### config.mk
export PLATFORM = sky130hd
export DESIGN_NAME = memory_access_stage
export DESIGN_NICKNAME = d
export VERILOG_FILES = /design/src/rtl/pipeline_pkg.sv /design/src/rtl/mem_wait_timer.sv /design/src/rtl/memory_access_stage.sv
export SDC_FILE = /design/constraint.sdc
export NUM_CORES = 1
export LEC_CHECK = 0
export BUFFER_PORTS_ARGS = -buffer_cell sky130_fd_sc_hd__buf_2
export CORE_AREA = 2 2 231 233
export CTS_CLUSTER_SIZE = 16
export DETAILED_ROUTE_END_ITERATION = 10
export DIE_AREA = 0 0 233 235
export PLACE_DENSITY = 0.63
export SETUP_SLACK_MARGIN = 0.3
export SYNTH_ARGS = -nofsm -noshare
export SYNTH_HDL_FRONTEND = slang
export SYNTH_HIERARCHICAL = 1
export SYNTH_SLANG_ARGS = --single-unit
### constraint.sdc
create_clock -name clk -period 14 [get_ports clk]
set_input_delay 1.4 -clock clk [delete_from_list [all_inputs] [get_ports clk]]
set_output_delay 1.4 -clock clk [all_outputs]
set_load 0.01 [all_outputs]
### src/rtl/pipeline_pkg.sv
// -----------------------------------------------------------------------------
// pipeline_pkg
// Shared types for the memory-access stage of the 5-stage ARM core.
//   mem_state_t : MEM-stage sequencer states (IDLE, ACCESS)
//   exmem_t     : control half of the EX/MEM register (bubble-masked)
//   memwb_t     : control half of the MEM/WB register
//   XZR         : register index of the zero register (never forwarded)
// The DATA_W-wide datapath fields live beside these structs in the stage, so
// that the structs do not depend on the stage's width parameter.
// -----------------------------------------------------------------------------
package pipeline_pkg;

    localparam logic [4:0] XZR = 5'd31;

    typedef enum logic {
        IDLE   = 1'b0,
        ACCESS = 1'b1
    } mem_state_t;

    typedef struct packed {
        logic [4:0] rd;
        logic       mem_write;
        logic       mem_to_reg;
        logic       reg_write;
    } exmem_t;

    typedef struct packed {
        logic [4:0] rd;
        logic       mem_to_reg;
        logic       reg_write;
    } memwb_t;

    // Control bits are already forced to 0 for bubbles on capture, so a
    // memory operation is simply any bundle that reads or writes memory.
    function automatic logic is_mem_op(input exmem_t b);
        return b.mem_write | b.mem_to_reg;
    endfunction

endpackage

### src/rtl/mem_wait_timer.sv
// -----------------------------------------------------------------------------
// mem_wait_timer
// Counts cycles an outstanding data-memory access has waited for its ack.
//   clk, reset : clock, asynchronous active-high reset
//   clear      : restart the count (new access begins next cycle)
//   enable     : count this cycle (access outstanding, no ack)
//   expired    : the current cycle is the TIMEOUT-th waiting cycle
// -----------------------------------------------------------------------------
module mem_wait_timer #(
    parameter int TIMEOUT = 16
) (
    input  logic clk,
    input  logic reset,
    input  logic clear,
    input  logic enable,
    output logic expired
);

    localparam int CW = $clog2(TIMEOUT + 1);

    logic [CW-1:0] count;

    // count is 0 in the first cycle of an access, so the TIMEOUT-th cycle is
    // the one that sees count == TIMEOUT-1.
    assign expired = (count == CW'(TIMEOUT - 1));

    // NOTE: sequential state uses non-blocking assignments so every flop
    // samples pre-edge values regardless of process ordering.
    always_ff @(posedge clk or posedge reset) begin
        if (reset) begin
            count <= '0;
        end else if (clear) begin
            count <= '0;
        end else if (enable && !expired) begin
            count <= count + CW'(1);
        end
    end

endmodule

### src/rtl/memory_access_stage.sv
// -----------------------------------------------------------------------------
// memory_access_stage
// MEM stage of the 5-stage ARM core. Holds the EX/MEM register, performs the
// load/store over a req/ack data-memory handshake, aborts accesses that wait
// TIMEOUT cycles without ack, and drives the MEM/WB register.
//   clk, reset          : clock, asynchronous active-high reset
//   *_EX                : execute-stage bundle (valid_EX=0 is a bubble)
//   stall_MEM           : upstream must hold its bundle this cycle
//   dmem_*              : data-memory request/ack interface
//   *_MEM               : registered MEM/WB bundle for writeback
//   mem_error           : sticky, an access timed out (cleared by reset only)
// Optional macro MEM_FORWARD_EN adds fwd_valid_MEM / fwd_Rd_MEM /
// fwd_data_MEM, a combinational forwarding view of the MEM/WB register.
// -----------------------------------------------------------------------------
module memory_access_stage
    import pipeline_pkg::*;
#(
    parameter int DATA_W  = 64,
    parameter int TIMEOUT = 16
) (
    input  logic              clk,
    input  logic              reset,
    input  logic              valid_EX,
    input  logic [DATA_W-1:0] ALUResult_EX,
    input  logic [DATA_W-1:0] RdData2_EX,
    input  logic [DATA_W-1:0] WrData_EX,
    input  logic [4:0]        Rd_EX,
    input  logic              MemWrite_EX,
    input  logic              MemToReg_EX,
    input  logic              RegWrite_EX,
    output logic              stall_MEM,
    output logic              dmem_req,
    output logic              dmem_we,
    output logic [DATA_W-1:0] dmem_addr,
    output logic [DATA_W-1:0] dmem_wdata,
    input  logic              dmem_ack,
    input  logic [DATA_W-1:0] dmem_rdata,
    output logic [DATA_W-1:0] ALUResult_MEM,
    output logic [DATA_W-1:0] MemData_MEM,
    output logic [DATA_W-1:0] WrData_MEM,
    output logic [4:0]        Rd_MEM,
    output logic              RegWrite_MEM,
    output logic              MemToReg_MEM,
`ifdef MEM_FORWARD_EN
    output logic              fwd_valid_MEM,
    output logic [4:0]        fwd_Rd_MEM,
    output logic [DATA_W-1:0] fwd_data_MEM,
`endif
    output logic              mem_error
);

    mem_state_t        state, state_next;
    exmem_t            ex_ctrl, exmem_ctrl;
    logic [DATA_W-1:0] exmem_alu, exmem_rd2, exmem_wr;
    memwb_t            memwb_ctrl;
    logic [DATA_W-1:0] memwb_alu, memwb_mem, memwb_wr;
    logic              advance, timed_out, expired;

    // Bubbles are neutralised on entry so nothing downstream re-checks valid.
    always_comb begin
        ex_ctrl.rd         = Rd_EX;
        ex_ctrl.mem_write  = valid_EX & MemWrite_EX;
        ex_ctrl.mem_to_reg = valid_EX & MemToReg_EX;
        ex_ctrl.reg_write  = valid_EX & RegWrite_EX;
    end

    // NOTE: every output of this block gets a default first; a path that
    // leaves one unassigned would otherwise infer a latch.
    always_comb begin
        state_next = state;
        advance    = 1'b0;
        timed_out  = 1'b0;
        stall_MEM  = 1'b0;
        dmem_req   = 1'b0;
        case (state)
            IDLE: begin
                advance = 1'b1;
            end
            ACCESS: begin
                dmem_req = 1'b1;
                if (dmem_ack) begin
                    advance = 1'b1;
                end else if (expired) begin
                    // Abort edge: the EX/MEM register takes the next bundle,
                    // so upstream must be released in this cycle too.
                    advance   = 1'b1;
                    timed_out = 1'b1;
                end else begin
                    stall_MEM = 1'b1;
                end
            end
            default: ;
        endcase
        if (advance) begin
            state_next = is_mem_op(ex_ctrl) ? ACCESS : IDLE;
        end
    end

    mem_wait_timer #(
        .TIMEOUT (TIMEOUT)
    ) u_wait_timer (
        .clk     (clk),
        .reset   (reset),
        .clear   (advance),
        .enable  (dmem_req && !dmem_ack),
        .expired (expired)
    );

    // Request fields are gated so the bus reads 0 whenever no access is live.
    assign dmem_we    = dmem_req & exmem_ctrl.mem_write;
    assign dmem_addr  = dmem_req ? exmem_alu : '0;
    assign dmem_wdata = dmem_req ? exmem_rd2 : '0;

    always_ff @(posedge clk or posedge reset) begin
        if (reset) begin
            state <= IDLE;
        end else begin
            state <= state_next;
        end
    end

    // EX/MEM register: advances exactly when stall_MEM is low.
    always_ff @(posedge clk or posedge reset) begin
        if (reset) begin
            exmem_ctrl <= '0;
            exmem_alu  <= '0;
            exmem_rd2  <= '0;
            exmem_wr   <= '0;
        end else if (advance) begin
            exmem_ctrl <= ex_ctrl;
            exmem_alu  <= ALUResult_EX;
            exmem_rd2  <= RdData2_EX;
            exmem_wr   <= WrData_EX;
        end
    end

    // MEM/WB register plus the sticky error flag.
    always_ff @(posedge clk or posedge reset) begin
        if (reset) begin
            memwb_ctrl <= '0;
            memwb_alu  <= '0;
            memwb_mem  <= '0;
            memwb_wr   <= '0;
            mem_error  <= 1'b0;
        end else if (advance) begin
            if (timed_out) begin
                memwb_ctrl <= '0;
                memwb_alu  <= '0;
                memwb_mem  <= '0;
                memwb_wr   <= '0;
                mem_error  <= 1'b1;
            end else begin
                memwb_ctrl.rd         <= exmem_ctrl.rd;
                memwb_ctrl.mem_to_reg <= exmem_ctrl.mem_to_reg;
                memwb_ctrl.reg_write  <= exmem_ctrl.reg_write;
                memwb_alu             <= exmem_alu;
                memwb_wr              <= exmem_wr;
                memwb_mem             <= (dmem_req && !exmem_ctrl.mem_write)
                                         ? dmem_rdata : '0;
            end
        end
    end

    assign ALUResult_MEM = memwb_alu;
    assign MemData_MEM   = memwb_mem;
    assign WrData_MEM    = memwb_wr;
    assign Rd_MEM        = memwb_ctrl.rd;
    assign RegWrite_MEM  = memwb_ctrl.reg_write;
    assign MemToReg_MEM  = memwb_ctrl.mem_to_reg;

`ifdef MEM_FORWARD_EN
    // Writes to the zero register are architecturally discarded, never forwarded.
    assign fwd_valid_MEM = memwb_ctrl.reg_write && (memwb_ctrl.rd != XZR);
    assign fwd_Rd_MEM    = memwb_ctrl.rd;
    assign fwd_data_MEM  = memwb_ctrl.mem_to_reg ? memwb_mem : memwb_alu;
`endif

endmodule
==> results of run 1 <==
==> power by group <==
part           switching, mW  internal, mW  total (mW)
Clock                  0.477         0.693        1.17
Sequential            0.0761          1.30        1.38
Combinational          0.269         0.306       0.576
Total                  0.822          2.30        3.12
==> state kept, by name, summed over array words and instances, names as in the netlist, 5 cells and up <==
name,flops
exmem_alu,64
WrData_MEM,64
exmem_rd2,64
Rd_MEM,5
exmem_ctrl,8
MemData_MEM,64
ALUResult_MEM,64
u_wait_timer/count,5
exmem_wr,64
==> cell type report <==
class,instances,area (sq um)
clock buffers,72,1380
inverters,7,33.78
well taps,688,860.8
clock inverters,8,78.83
multi-input cells,816,7751
flip-flops and latches,406,10160
repair buffers,614,3115
fillers,4842,28840
diodes,5,12.51
==> synth_stat cells (5+ instances only) <==
cell type | n | area share, %
nand3b_1 | 65 | 2.6
or3b_2 | 64 | 3.0
dfrtp_1 | 406 | 55
nor2b_1 | 134 | 4.5
nor2_1 | 5 | 0.10
mux2_2 | 166 | 10
buf_2 | 19 | 0.52
a21boi_0 | 64 | 2.6
inv_1 | 7 | 0.14
mux2_4 | 164 | 13
clkbuf_1 | 60 | 1.2
and2_1 | 129 | 4.4
buf_6 | 19 | 1.2
==> per-stage QoR <==
step	std cells	worst slack (ns)
2_1_floorplan	1331	1.447
3_3_place_gp	2531	9.632
3_5_place_dp	2531	9.620
4_1_cts	2611	9.790
5_1_grt	2615	9.673
6_report	2616	9.868
==> metal layers <==
layer / global-route usage [%] / vias up
met2: 29.79 / 410
met3: 4.927 / 100
met4: 7.180 / 4
li1: - / 5640
met1: 22.07 / 6147
met5: 0 / -
==> how the worst min path moves through the flow <==
stage                        from       endpoint  slack [ns]
finish                  mem_error      mem_error        0.47
global route            mem_error      mem_error        0.49
CTS                     mem_error      mem_error        0.48
detailed placement      mem_error      mem_error        0.47
global placement        mem_error      mem_error        0.47
floorplan           exmem_rd2[63]  exmem_rd2[63]        0.47
==> cells by family after synthesis <==
family,after synthesis
buffers and inverters,109
adders and majority gates,2
muxes,335
and+or+nand+nor,408
AOI/OAI and AO/OA,69
xor gates and xnor gates,2
DFF,406
==> impl_metrics.tcl, run 1 <==
set metrics [dict create \
    cts_buffers 46 \
    mostFrequentLayoutCell "buf_2" \
    gp_congestion 0.8079 \
    total_power_mw 3.125 \
    ff2ff_path_depth 7 \
    synthMuxAreaShare_pct 23.74 \
    grt_use_total_pct 17.97 \
    drt_first_pass_iters 4 \
    row_count 84 \
    antenna_found_initial 8 \
    synth-seq-cells 406 \
    crit_family "buffers and inverters" \
    endpoint "stall_MEM" \
    min_path_type "register to register" \
    cp.depth 4 \
    required_ns 12.60 \
    htree_levels 2 \
    drt-initial-drc-count 641 \
    post_cts_buffers 0 \
    reg2reg_slack_ns 9.95 \
    start_kind "register" \
    synthToLayoutAreaGrowth_pct 26.71 \
    yosysUniqueCellTypes 30 \
    cts_tree "yes" \
    skew_ns 0.02591 \
    grt_pass1_wl_mm 77.11 \
    initial_utilization_pct 35.35 \
    nets 2161 \
    drc 0 \
    drt-met1-wl_mm 20.81 \
    maxCapViolCount 0 \
    ant_nets 0 \
    worstReg2RegEnd "exmem_alu[60]" \
    crit_buf_inv 3 \
    syn_area_sq_mm 0.01846 \
    ys_warn_count 6 \
    clock_latency_ns 0.56 \
    clock_sinks 406 \
    tns_ns 0 \
    clk_pin_slew_ns 0.06 \
    die_y_um 235 \
    design_area_sq_mm 0.02340 \
    netlist_instances 1331 \
    power_density_mw_per_mm2 133.6 \
    clockBufferDepth 3 \
    synth_edf_count 0 \
    seq_area_frac_synth_pct 55.02 \
    highest_layer "met5" \
    grt_pass1_vias 12950 \
    gr-total-overflow 0 \
    critPathKind "register to output pin" \
    synth_top_family_by_area "multiplexers" \
    fin_util_pct 44.79 \
    die_x_um 233 \
    synth-xor-area-share_pct 0.09487 \
    peakVddDrop_mv 0.08603 \
    final_cell_mix "buf_2, dfrtp_1, mux2_2" \
    grt_max_degree 108 \
    ioPinCount 599 \
    max_freq_ghz 0.2420 \
    p_leak_nw 11.53 \
    cpPeakStageDelay_ns 0.71 \
    syn_avg_cell_area_sq_um 13.87 \
    cts-root-buf "clkbuf_16" \
    placed_area_sq_mm 0.02192 \
    dr_wl_met3_mm 3.525 \
    slew_headroom_pct 29.06 \
    syn_nets 1601 \
    wl_mm 50.49 \
    wl_met2_mm 24.38 \
    synth-adder-area-share_pct 0.1355 \
    synthFlopType "dfrtp_1" \
    die_area_sq_mm 0.05476 \
    drv_slew 0 \
    crit_fanout 56 \
    worst-endpoint-arrival_ns 2.73 \
    end_kind "output pin" \
    setup_viol 0 \
    worstPathCellList "buf_4, or3b_4, inv_1, buf_2" \
    worst_slew_pin_slew_ns 1.064 \
    rr_startpoint "u_wait_timer/count[0]" \
    portBuffers 598 \
    synthArstFlopShare_pct 100.0 \
    outcome "finished clean" \
    vias 12300 \
    post-dp-hpwl_mm 34.80 \
    synth_compound_area_share_pct 2.765 \
    hold_viol 0 \
    ctsHoldBuffers 0 \
    wire_per_inst_um 19.30 \
    worstSetupStartpoint "state" \
    whs_ns 0.4737 \
    min_period_over_period_pct 29.51 \
    cp_slowest_cell "dfrtp_4" \
    whs_path_depth 1 \
    layout_min_cycle_time_ns 4.132 \
    rsz0062_at_grt "false" \
    viasPerCell 4.702 \
    core_sq_mm 0.05224 \
    drive_above_1_share_pct 56.16 \
    synth_simple_gate_area_share_pct 15.13 \
    cts_resized 0 \
]
Note: power is estimated with default switching activity, not from simulation.
==> run 2, diff against run 1 <==
--- a/config.mk
+++ b/config.mk
@@ -6,10 +6,10 @@
 export NUM_CORES = 1
 export LEC_CHECK = 0
 export BUFFER_PORTS_ARGS = -buffer_cell sky130_fd_sc_hd__buf_2
-export CORE_AREA = 2 2 231 233
+export CORE_AREA = 2 2 236 238
 export CTS_CLUSTER_SIZE = 16
 export DETAILED_ROUTE_END_ITERATION = 10
-export DIE_AREA = 0 0 233 235
+export DIE_AREA = 0 0 238 240
 export PLACE_DENSITY = 0.63
 export SETUP_SLACK_MARGIN = 0.3
 export SYNTH_ARGS = -nofsm -noshare
==> constraint.sdc (replaced) <==
create_clock -name clk -period 3.6 [get_ports clk]
set_input_delay 0.36 -clock clk [delete_from_list [all_inputs] [get_ports clk]]
set_output_delay 0.36 -clock clk [all_outputs]
set_load 0.01 [all_outputs]
==> run 2 against run 1 <==
  * Register-to-register slack lost 9.0 ns
  * Clock skew shrank 0.015 ns
  * Largest cell class unchanged
  * Worst setup slack got worse by 9.0 ns
  * Largest power group unchanged
  * Global-route usage decreased by 0.59 points
  * Sequential power grew to 3.9 times the previous value
  * Die area increased by 4.3%
  * Critical path type unchanged
  * Clock-buffer cell count fell by 12
  * Critical path depth up 2
==> impl_metrics.tcl, run 2 (synthesis results as in run 1) <==
set metrics [dict create \
    outcome "finished clean" \
    hold_viol 0 \
    clk_pin_slew_ns 0.06 \
    drt_first_pass_iters 4 \
    mostFrequentLayoutCell "buf_2" \
    drive_above_1_share_pct 52.00 \
    min_path_type "input port to register" \
    viasPerCell 4.596 \
    end_kind "output pin" \
    p_leak_nw 12.50 \
    die_area_sq_mm 0.05712 \
    power_density_mw_per_mm2 498.0 \
    setup_viol 0 \
    gp_congestion 0.8052 \
    ant_nets 0 \
    initial_utilization_pct 33.78 \
    peakVddDrop_mv 0.3955 \
    worst_slew_pin_slew_ns 1.078 \
    row_count 86 \
    grt_use_total_pct 17.37 \
    required_ns 3.24 \
    grt_pass1_vias 13970 \
    final_cells 2830 \
    cts_tree "yes" \
    worst-endpoint-arrival_ns 2.38 \
    dpl.cell_count 2560 \
    synthToLayoutAreaGrowth_pct 38.99 \
    slew_headroom_pct 28.14 \
    clock_latency_ns 0.57 \
    crit_fanout 24 \
    drv_slew 0 \
    critPathKind "register to output pin" \
    core_sq_mm 0.05466 \
    portBuffers 598 \
    htree_levels 2 \
    cts-root-buf "clkbuf_16" \
    wire_per_inst_um 18.13 \
    nets 2359 \
    nFillCells 4831 \
    tns_ns 0 \
    gr-total-overflow 0 \
    post-dp-hpwl_mm 33.48 \
    cts_resized 0 \
    grt_max_degree 203 \
    vias 13010 \
    wl_mm 51.31 \
    drc 0 \
    antenna_found_initial 1 \
    ioPinCount 599 \
    clock_sinks 406 \
    die_x_um 238 \
    min_period_over_period_pct 76.25 \
    die_y_um 240 \
    drt-initial-drc-count 548 \
    cts_buffers 45 \
    final_cell_mix "buf_2, dfrtp_1, dlygate4sd3_1" \
    grt_pass1_wl_mm 78.95 \
    max_freq_ghz 0.3643 \
    layout_min_cycle_time_ns 2.745 \
    clockBufferDepth 3 \
    start_kind "register" \
    rsz0062_at_grt "false" \
    maxCapViolCount 0 \
    skew_ns 0.01121 \
]
run 2: cell count changes in the layout (fill, tap and decap cells not counted), moves of 2 or more:
cell	delta
buf_12	+11
clkbuf_1	-9
clkbuf_8	-2
clkinvlp_4	+2
buf_4	+2
diode_2	-4
clkinv_2	+7
dlygate4sd3_1	+186
bufinv_16	+6
run 2: where the power goes:
part / internal (mW) / switching [mW] / total [mW]
Combinational: 1.35 / 1.08 / 2.43
Clock: 3.05 / 1.94 / 4.99
Sequential: 5.07 / 0.299 / 5.37
Total: 9.46 / 3.32 / 12.8
run 2: final timing paths:
path / slack [ns] / endpoint / depth (start not counted) / from
min reg2reg: 0.47 / mem_error / 1 / mem_error
max in group asynchronous: 2.08 / MemData_MEM[45] / 5 / reset
min in group asynchronous: 0.28 / u_wait_timer/count[2] / 3 / reset
min: 0.04 / exmem_alu[43] / 2 / ALUResult_EX[43]
max: 0.86 / stall_MEM / 6 / u_wait_timer/count[0]
max reg2reg: 0.99 / exmem_rd2[24] / 6 / u_wait_timer/count[0]
run 2: layer usage:
| metal | wire, um | up-vias | part of all wire (%) | track usage [%] |
|---|---|---|---|---|
| li1 | - | 6033 | - | - |
| met1 | 21110 | 6466 | 41 | 21.14 |
| met2 | 25410 | 418 | 50 | 29.97 |
| met3 | 3153 | 90 | 6.1 | 4.420 |
| met4 | 1634 | 0 | 3.2 | 5.966 |
| met5 | 0 | - | 0 | 0 |
run 2: critical path, cell delays in order (launching register included):
cell     delay, ns
dfrtp_1       0.40
ha_1          0.22
and3_1        0.21
ha_4          0.17
or3b_4        0.58
inv_1         0.10
buf_2         0.14
run 2: per-stage QoR:
stage / power, mW / setup WS (ns) / utilization [%] / hold slack [ns] / instance area (sq um)
2_1_floorplan: 6.788 / -2.160 / - / 0.1385 / 18470
6_report: 12.78 / 0.8550 / 46.95 / 0.03971 / 25660
5_1_grt: 13.35 / 0.7244 / 46.94 / 0.01034 / 25660
4_1_cts: 12.94 / 0.7914 / 46.94 / 0.0009942 / 25660
3_5_place_dp: 7.716 / 0.9652 / 40.57 / 0.3007 / 22180
3_3_place_gp: 7.660 / 0.9991 / 40.57 / 0.2961 / 22180
run 2: timing repair:
item,4_1_cts,5_1_grt
buffers inserted,0,0
hold buffers,186,0
endpoints found under the hold margin,219,0
run 2: area by class of cell:
cell class | instances | area (sq um) | share of cell area [%]
repair buffers | 813 | 5213 | 20.31
flip-flops and latches | 406 | 10160 | 39.60
well taps | 704 | 880.8 | 3.432
multi-input cells | 816 | 7751 | 30.20
inverters | 7 | 30.03 | 0.1170
clock inverters | 23 | 329.1 | 1.282
clock buffers | 60 | 1294 | 5.041
diodes | 1 | 2.502 | 0.009751
==> run 3, diff against run 2 <==
==> constraint.sdc (replaced) <==
create_clock -name clk -period 2.3 [get_ports clk]
set_input_delay 0.23 -clock clk [delete_from_list [all_inputs] [get_ports clk]]
set_output_delay 0.23 -clock clk [all_outputs]
set_load 0.01 [all_outputs]
==> run 3 against run 2 <==
  * The run now ends with negative setup slack left
  * Wire length increased by 21%
  * Final area rose by 8.4%
  * Critical path depth rose by 1
  * Via count increased by 8.5%
  * Flip-flop and latch count unchanged
  * Largest power group unchanged
  * Highest routed layer is now met5
==> impl_metrics.tcl, run 3 (synthesis results as in run 1) <==
set metrics [dict create \
    crit_fanout 2 \
    portBuffers 598 \
    max_freq_ghz 0.4178 \
    drt-initial-drc-count 598 \
    worstSetupStartpoint "u_wait_timer/count[0]" \
    die_area_sq_mm 0.05712 \
    die_y_um 240 \
    grt_max_degree 131 \
    grt_pass1_wl_mm 90.18 \
    peakVddDrop_mv 0.5236 \
    power_density_mw_per_mm2 736.1 \
    drt_first_pass_iters 4 \
    skew_ns 0.01921 \
    cts_tree "yes" \
    nets 2493 \
    worstPathCellList "ha_2, and3_4, ha_4, or3b_4, buf_12, clkinv_4, buf_6" \
    drc 0 \
    final_cell_mix "buf_2, dfrtp_1, dlygate4sd3_1" \
    post-dp-hpwl_mm 34.01 \
    cpPeakStageDelay_ns 0.40 \
    layout_setup_ws_ns -0.09348 \
    end_kind "output pin" \
    grt_use_total_pct 20.58 \
    initial_utilization_pct 33.78 \
    rr_startpoint "u_wait_timer/count[0]" \
    gp_congestion 0.7836 \
    required_ns 2.07 \
    mostFrequentLayoutCell "buf_2" \
    total_power_mw 20.48 \
    grt_pass1_vias 15250 \
    vias 14110 \
    cts_buffers 46 \
    gr-total-overflow 0 \
    critPathKind "register to output pin" \
    ff2ff_path_depth 8 \
    cts-root-buf "clkbuf_16" \
    die_x_um 238 \
    cp.depth 7 \
    maxCapViolCount 0 \
    clock_sinks 406 \
    start_kind "register" \
    outcome "complete, but fails checks" \
    drive_above_1_share_pct 51.55 \
    synthToLayoutAreaGrowth_pct 50.67 \
    cp_slowest_cell "dfrtp_1" \
    clockBufferDepth 3 \
    clock_latency_ns 0.57 \
    drv_slew 0 \
    row_count 86 \
    whs_ns 0.1720 \
    viasPerCell 4.756 \
    worstReg2RegEnd "exmem_rd2[25]" \
    htree_levels 2 \
    antenna_found_initial 6 \
    min_path_type "input port to async pin" \
    setup_viol 85 \
    ioPinCount 599 \
    core_sq_mm 0.05466 \
    layout_min_cycle_time_ns 2.393 \
    wire_per_inst_um 20.87 \
    hold_viol 0 \
    crit_buf_inv 3 \
    clk_pin_slew_ns 0.07 \
    wl_mm 61.90 \
    tns_ns -4.754 \
    nFillCells 4647 \
    rsz0062_at_grt "true" \
    worst_slew_pin_slew_ns 0.5644 \
    violations "negative setup slack" \
    slew_headroom_pct 62.29 \
    endpoint "stall_MEM" \
    worst-endpoint-arrival_ns 2.16 \
    p_leak_nw 13.54 \
    min_period_over_period_pct 104.1 \
    ant_nets 0 \
    crit_family "simple AND/OR/NAND/NOR gates" \
    reg2reg_slack_ns -0.08 \
]
-- run 3: worst min-delay path, stage by stage --
cell and delay (ns):
dlygate4sd3_1 0.56, buf_2 0.15, inv_1 0.17
-- run 3: per-stage QoR --
stage / instances / worst slack (ns) / util [%] / cell area, sq um
after global routing: 2965 / -0.1729 / 50.89 / 27820
after global placement: 2563 / 0.1009 / 40.81 / 22310
final: 2966 / -0.09348 / 50.90 / 27820
after detailed placement: 2563 / 0.04210 / 40.81 / 22310
after floorplan: 1331 / -3.330 / - / 18650
after CTS: 2951 / -0.1706 / 50.44 / 27570
-- run 3: how the worst min path moves through the flow --
stage	start	to	slack, ns	cells after the start
4_1_cts	reset	u_wait_timer/count[0]	0.14	3
3_5_place_dp	reset	u_wait_timer/count[4]	0.18	2
3_3_place_gp	reset	u_wait_timer/count[4]	0.17	2
6_report	reset	u_wait_timer/count[0]	0.17	3
5_1_grt	reset	u_wait_timer/count[0]	0.18	3
2_1_floorplan	reset	u_wait_timer/count[0]	0.009	1
-- run 3: final cells by class --
cell class | instances | area [sq um] | area share [%]
sequential | 406 | 10160 | 36.54
multi-input combinational | 816 | 7787 | 27.99
timing repair buffer | 946 | 7383 | 26.54
clock buffer | 59 | 1261 | 4.533
tap | 704 | 880.8 | 3.166
clock inverter | 24 | 297.8 | 1.070
inverter | 7 | 35.03 | 0.1259
antenna | 4 | 10.01 | 0.03598
-- run 3: metal layers --
metal / part of all wire (%) / global-route usage, %
met3: 5.4 / 4.558
met4: 3.8 / 8.485
met1: 41 / 24.72
met2: 50 / 35.77
met5: 0.011 / 0
-- run 3: timing repair --
| item | 4_1_cts | 5_1_grt |
|---|---|---|
| resized for setup | 33 | 43 |
| setup endpoints to repair | 458 | 467 |
| setup buffers | 11 | 2 |
| hold endpoints to repair | 282 | 0 |
| pin swaps | 3 | 3 |
| cloned | 25 | 9 |
| hold buffers | 269 | 0 |
-- run 3: report_power, final --
| group | internal (mW) | leakage, nW | switching, mW |
|---|---|---|---|
| Sequential | 7.93 | 4.86 | 0.470 |
| Combinational | 2.51 | 7.91 | 1.91 |
| Clock | 4.56 | 0.770 | 3.09 |
